$ cat config.mk
export PLATFORM = sky130hd
export DESIGN_NAME = fetch_buffer
export DESIGN_NICKNAME = d
export VERILOG_FILES = /design/src/rtl/fetch_buffer.sv
export SDC_FILE = /design/constraint.sdc
export NUM_CORES = 1
export LEC_CHECK = 0
export CELL_PAD_IN_SITES_DETAIL_PLACEMENT = 1
export CELL_PAD_IN_SITES_GLOBAL_PLACEMENT = 1
export CORE_ASPECT_RATIO = 0.9
export CORE_MARGIN = 1
export CORE_UTILIZATION = 40
export DETAILED_ROUTE_END_ITERATION = 8
export HOLD_SLACK_MARGIN = 0.12
export PLACE_DENSITY_LB_ADDON = 0.1
export SLEW_MARGIN = 20
export SYNTH_ARGS = -nofsm -noshare
export SYNTH_HDL_FRONTEND = slang
export SYNTH_SLANG_ARGS = --single-unit
$ cat constraint.sdc
create_clock -name clk -period 8.4 [get_ports clk]
set_clock_uncertainty 0.05 [all_clocks]
set_input_delay 2.1 -clock clk [delete_from_list [all_inputs] [get_ports clk]]
set_output_delay 2.1 -clock clk [all_outputs]
set_load 0.05 [all_outputs]
$ cat src/rtl/fetch_buffer.sv
// Circular fetch FIFO between the I$/bus fetch path and the spill/merge stage.
// Outputs are decoded from registered state only; full raises FetchBufferStallF.
module fetch_buffer #(
    parameter int              XLEN  = 64,
    parameter int              DEPTH = 3,
    parameter int              WIDTH = 32,
    parameter logic [WIDTH-1:0] NOP  = 32'h00000013
) (
    input  logic                       clk,
    input  logic                       reset,
    input  logic                       FlushD,
    input  logic                       StallD,
    input  logic                       WriteValidF,
    input  logic [WIDTH-1:0]           WriteDataF,
    input  logic [XLEN-1:0]            WritePCF,
    output logic [WIDTH-1:0]           ReadDataF,
    output logic [XLEN-1:0]            ReadPCF,
    output logic                       ReadValidF,
    output logic                       FetchBufferStallF,
    output logic [$clog2(DEPTH+1)-1:0] CountF
);

    localparam int CW = $clog2(DEPTH + 1);
    localparam int PW = (DEPTH > 1) ? $clog2(DEPTH) : 1;

    logic [WIDTH-1:0] r_data [DEPTH];
    logic [XLEN-1:0]  r_pc   [DEPTH];
    logic [PW-1:0]    r_head;
    logic [PW-1:0]    r_tail;
    logic [CW-1:0]    r_count;

    logic          w_full;
    logic          w_valid;
    logic          w_push;
    logic          w_pop;
    logic [PW-1:0] w_head_nxt;
    logic [PW-1:0] w_tail_nxt;

    assign w_full  = (r_count == CW'(DEPTH));
    assign w_valid = (r_count != '0);
    assign w_push  = WriteValidF & ~w_full & ~FlushD;
    assign w_pop   = w_valid & ~StallD & ~FlushD;

    // Explicit wrap so DEPTH need not be a power of two.
    assign w_head_nxt = (r_head == PW'(DEPTH - 1)) ? '0 : r_head + 1'b1;
    assign w_tail_nxt = (r_tail == PW'(DEPTH - 1)) ? '0 : r_tail + 1'b1;

    always_ff @(posedge clk or negedge reset) begin
        if (!reset) begin
            r_head  <= '0;
            r_tail  <= '0;
            r_count <= '0;
        end else if (FlushD) begin
            r_head  <= '0;
            r_tail  <= '0;
            r_count <= '0;
        end else begin
            if (w_pop)
                r_head <= w_head_nxt;
            if (w_push)
                r_tail <= w_tail_nxt;
            if (w_push && !w_pop)
                r_count <= r_count + 1'b1;
            else if (w_pop && !w_push)
                r_count <= r_count - 1'b1;
        end
    end

    always_ff @(posedge clk) begin
        if (w_push) begin
            r_data[r_tail] <= WriteDataF;
            r_pc[r_tail]   <= WritePCF;
        end
    end

    always_comb begin
        ReadValidF        = w_valid;
        FetchBufferStallF = w_full;
        CountF            = r_count;
        ReadDataF         = NOP;
        ReadPCF           = '0;
        if (w_valid) begin
            ReadDataF = r_data[r_head];
            ReadPCF   = r_pc[r_head];
        end
    end

    a_no_overflow: assert property (@(posedge clk) disable iff (!reset)
        r_count <= CW'(DEPTH));
    a_no_underflow: assert property (@(posedge clk) disable iff (!reset)
        !(w_pop && r_count == '0));
    a_no_push_full: assert property (@(posedge clk) disable iff (!reset)
        !(w_push && w_full));

endmodule

==> parameters.txt <==
Parameter                              Value

Outcome
  Run status ... complete, no violations

Clock network
  Post_cts resized ... 0
  Number of setup buffers added after CTS ... 0
  CTS tree ... yes
  Largest buffer count on any clock path ... 3
  Hold Buf Count CTS ... 0
  CTS buffer count ... 31
  CTS sink count ... 294
  Clk pin slew, worst setup/hold paths ... 0.06 ns
  Clock insertion delay at the later pin of the skew report ... 0.54 ns
  Number of levels the H-tree was split into ... 1
  Buffer cell driving the clock tree root ... sky130_fd_sc_hd__clkbuf_16

Critical path
  Critical path arrival ... 3.68 ns
  Launching element of the worst setup path ... r_head[1]
  Reg2reg start ... CountF[1]
  Sort of element at the start of the critical path ... flip-flop
  Worst setup path class ... reg -> out
  R2R Setup Slk ... 5.78 ns
  Worst reg2reg path depth ... 4
  Maximum fanout encountered on the critical timing path ... 57
  Capturing element type of the critical path ... primary output
  WP data required ... 6.25 ns

Floorplan
  Die area ... 29,600 sq um
  Die Y-Extent ... 163 um
  Die width ... 181 um
  Std-Cell Core Area ... 28,200 sq um
  Count of boundary I/O pins ... 201
  Initial cell density of the core ... 41.1%
  Number of standard-cell rows in the floorplan ... 58

Global route
  Pin count of the biggest net entering global routing ... 73
  Total grt overflow ... 0
  Initial antenna violation count ... 1
  GRT Overall Usage ... 17.1%
  Wire length of the first global-routing pass ... 38,800 um
  Vias in the first global route ... 6,808

Power and ir drop
  Worst VDD drop ... 149 uV
  Areal power density over the cells ... 227 nW/um^2
  Leakage Power ... 4.70 nW

Placed design
  Final GP Congestion ... 0.712
  DPL Wire Length ... 15,200 um
  Port Buffer Count ... 200
  Worst setup slack after placement ... 3.09 ns
  Placement Cell Area ... 13,900 sq um
  Placed cell count ... 1,180

Drt
  Drc violations ... 0
  Antenna Violating Nets Remaining ... 0
  TritonRoute pass-1 iters ... 4
  Vias/cell ... 5.02
  Via Count ... 6,207
  Final routed wirelength across all metal layers ... 25,400 um
  Routed wire length per instance ... 20.5 um
  Detailed Route Iter0 Violations ... 232

Timing
  Minimum period implied by the final worst setup slack ... 5.83 ns
  Endpoints failing hold ... 0
  Final number of setup-violating endpoints ... 0
  Final Max Tran Viols ... 0
  Setup slack of the critical path after layout ... 2.57 ns
  RSZ-0062 raised after global routing ... false
  Rel. slew slack ... 30.3%
  Slew of the pin with the lowest slew margin ... 1.04 ns
  Share of the clock period used by the worst path after layout ... 69.4%
  Final sum of negative setup slack ... 0 ns
  Worst hold-check slack ... 0.632 ns
  Achievable clock frequency ... 0.172 GHz

Yosys
  #FFs+latches synth ... 294
  Count of synthesis-stage warnings from yosys ... 0
  Sequential area share after synthesis ... 76.1%
  Unique masters post-synth ... 25
  Synthesized instance count ... 643
  Synthesized Nets ... 744
  Area of the mapped netlist ... 11,600 sq um
  Average instance area after synthesis ... 18.0 sq um

Run
  Count of max-cap constraint violations ... 0

Cells and area
  Area grow syn2layout ... 28.2%
  Non-Filler Instances ... 1,236
  Antenna Cells ... 0
  Fill cell total of the finished layout ... 2,668
  Final-stage net count ... 954
  Non-Filler Cell Area, Final ... 14,800 sq um
  Share of final-layout standard cells stronger than drive strength 1 ... 16.2%

Hold path
  Hold path cells ... 2
  Hold Path Class ... reg -> reg
  Origin of the worst min-delay path ... r_tail[1]
## path summary, 6_finish.rpt
| path | to |
|---|---|
| setup / recovery | ReadPCF[49] |
| hold / removal | r_tail[1] |
| setup reg to reg | r_pc[2][42] |
| hold reg to reg | r_tail[1] |
| max in group asynchronous | r_head[0] |
| min in group asynchronous | CountF[1] |
## synth_stat cells
cell                         n  share of area (%)
sky130_fd_sc_hd__a211oi_1    2               0.13
sky130_fd_sc_hd__a21boi_1    1              0.065
sky130_fd_sc_hd__a21o_1      2               0.13
sky130_fd_sc_hd__a21oi_1     3               0.13
sky130_fd_sc_hd__and2_1      1              0.054
sky130_fd_sc_hd__buf_2      18               0.78
sky130_fd_sc_hd__buf_4       4               0.26
sky130_fd_sc_hd__buf_6       3               0.29
sky130_fd_sc_hd__clkbuf_1    7               0.23
sky130_fd_sc_hd__dfrtp_1     6                1.3
sky130_fd_sc_hd__edfxtp_1  288                 75
sky130_fd_sc_hd__inv_1       1              0.032
sky130_fd_sc_hd__mux2_1      3               0.29
sky130_fd_sc_hd__mux2_2     93                9.1
sky130_fd_sc_hd__mux2i_1    98                8.5
sky130_fd_sc_hd__nand2_1     4               0.13
sky130_fd_sc_hd__nand2b_1    1              0.054
sky130_fd_sc_hd__nor2_1     97                3.2
sky130_fd_sc_hd__nor2_2      1              0.054
sky130_fd_sc_hd__nor2b_1     3               0.16
sky130_fd_sc_hd__nor3_1      1              0.043
sky130_fd_sc_hd__nor3b_1     1              0.065
sky130_fd_sc_hd__o21ai_0     3               0.13
sky130_fd_sc_hd__or4_1       1              0.065
sky130_fd_sc_hd__or4b_1      1              0.087
## placed cells by master, fill, tap and decap left out, types with 2 or more instances in the layout
| cell type | instances |
|---|---|
| sky130_fd_sc_hd__a211oi_1 | 2 |
| sky130_fd_sc_hd__a21o_1 | 2 |
| sky130_fd_sc_hd__a21oi_1 | 3 |
| sky130_fd_sc_hd__buf_4 | 9 |
| sky130_fd_sc_hd__clkbuf_1 | 19 |
| sky130_fd_sc_hd__clkbuf_16 | 31 |
| sky130_fd_sc_hd__clkdlybuf4s50_1 | 200 |
| sky130_fd_sc_hd__clkinv_1 | 3 |
| sky130_fd_sc_hd__clkinv_2 | 2 |
| sky130_fd_sc_hd__dfrtp_1 | 4 |
| sky130_fd_sc_hd__dfrtp_4 | 2 |
| sky130_fd_sc_hd__edfxtp_1 | 288 |
| sky130_fd_sc_hd__mux2_1 | 3 |
| sky130_fd_sc_hd__mux2_2 | 93 |
| sky130_fd_sc_hd__mux2i_1 | 98 |
| sky130_fd_sc_hd__nand2_1 | 4 |
| sky130_fd_sc_hd__nor2_1 | 97 |
| sky130_fd_sc_hd__nor2b_1 | 2 |
| sky130_fd_sc_hd__o21ai_0 | 3 |
## area by class of cell
| type | instances | area [sq um] | area share, % |
|---|---|---|---|
| flip-flops and latches | 294 | 8810 | 59.4 |
| clock buffers | 51 | 861 | 5.81 |
| inverters | 1 | 3.75 | 0.0253 |
| multi-input cells | 316 | 2610 | 17.6 |
| clock inverters | 5 | 21.3 | 0.143 |
| repair buffers | 209 | 2070 | 14.0 |
| well taps | 360 | 450 | 3.04 |
## per-stage QoR
stage                     total power, mW  util, %
after global placement               2.18     49.5
final                                3.36     52.6
after detailed placement             2.19     49.5
after floorplan                      2.00        -
after CTS                            3.41     52.6
after global routing                 3.48     52.6
## sequential cells by signal (all words and copies together) (netlist names)
name,count
r_pc,192
r_data,96
CountF,2
r_head,2
r_tail,2
## power by group
group          total, mW  leakage (nW)  internal [mW]  switching [mW]
registers           1.69          2.70           1.66          0.0240
clock network       1.20         0.424          0.690           0.515
logic              0.471          1.57          0.182           0.290
## worst max-delay path, stage by stage, from the launching register on
cell	delay [ns]
sky130_fd_sc_hd__dfrtp_4	1.12
sky130_fd_sc_hd__buf_4	0.77
sky130_fd_sc_hd__mux2i_1	0.20
sky130_fd_sc_hd__nor2_1	0.16
sky130_fd_sc_hd__clkdlybuf4s50_1	0.84
## per-layer routing
| layer | part of all wire [%] | wire length, um | track usage, % | vias to the layer above |
|---|---|---|---|---|
| met5 | 0 | 0 | 0 | - |
| met4 | 1.7 | 437 | 3.66 | 0 |
| met3 | 4.4 | 1130 | 3.23 | 31 |
| met2 | 51 | 12900 | 30.7 | 144 |
| met1 | 43 | 10900 | 21.4 | 3170 |
| li1 | - | - | - | 2862 |
## kinds of logic (layout without fill, tap and decap cells)
group	after synthesis	after routing	synth area share, %
flops	294	294	76.1
mux	194	194	17.8
simple gates	111	111	3.86
buf+inv	33	266	1.59
compound gates	11	11	0.584
Power figures use the tool's default switching activity.
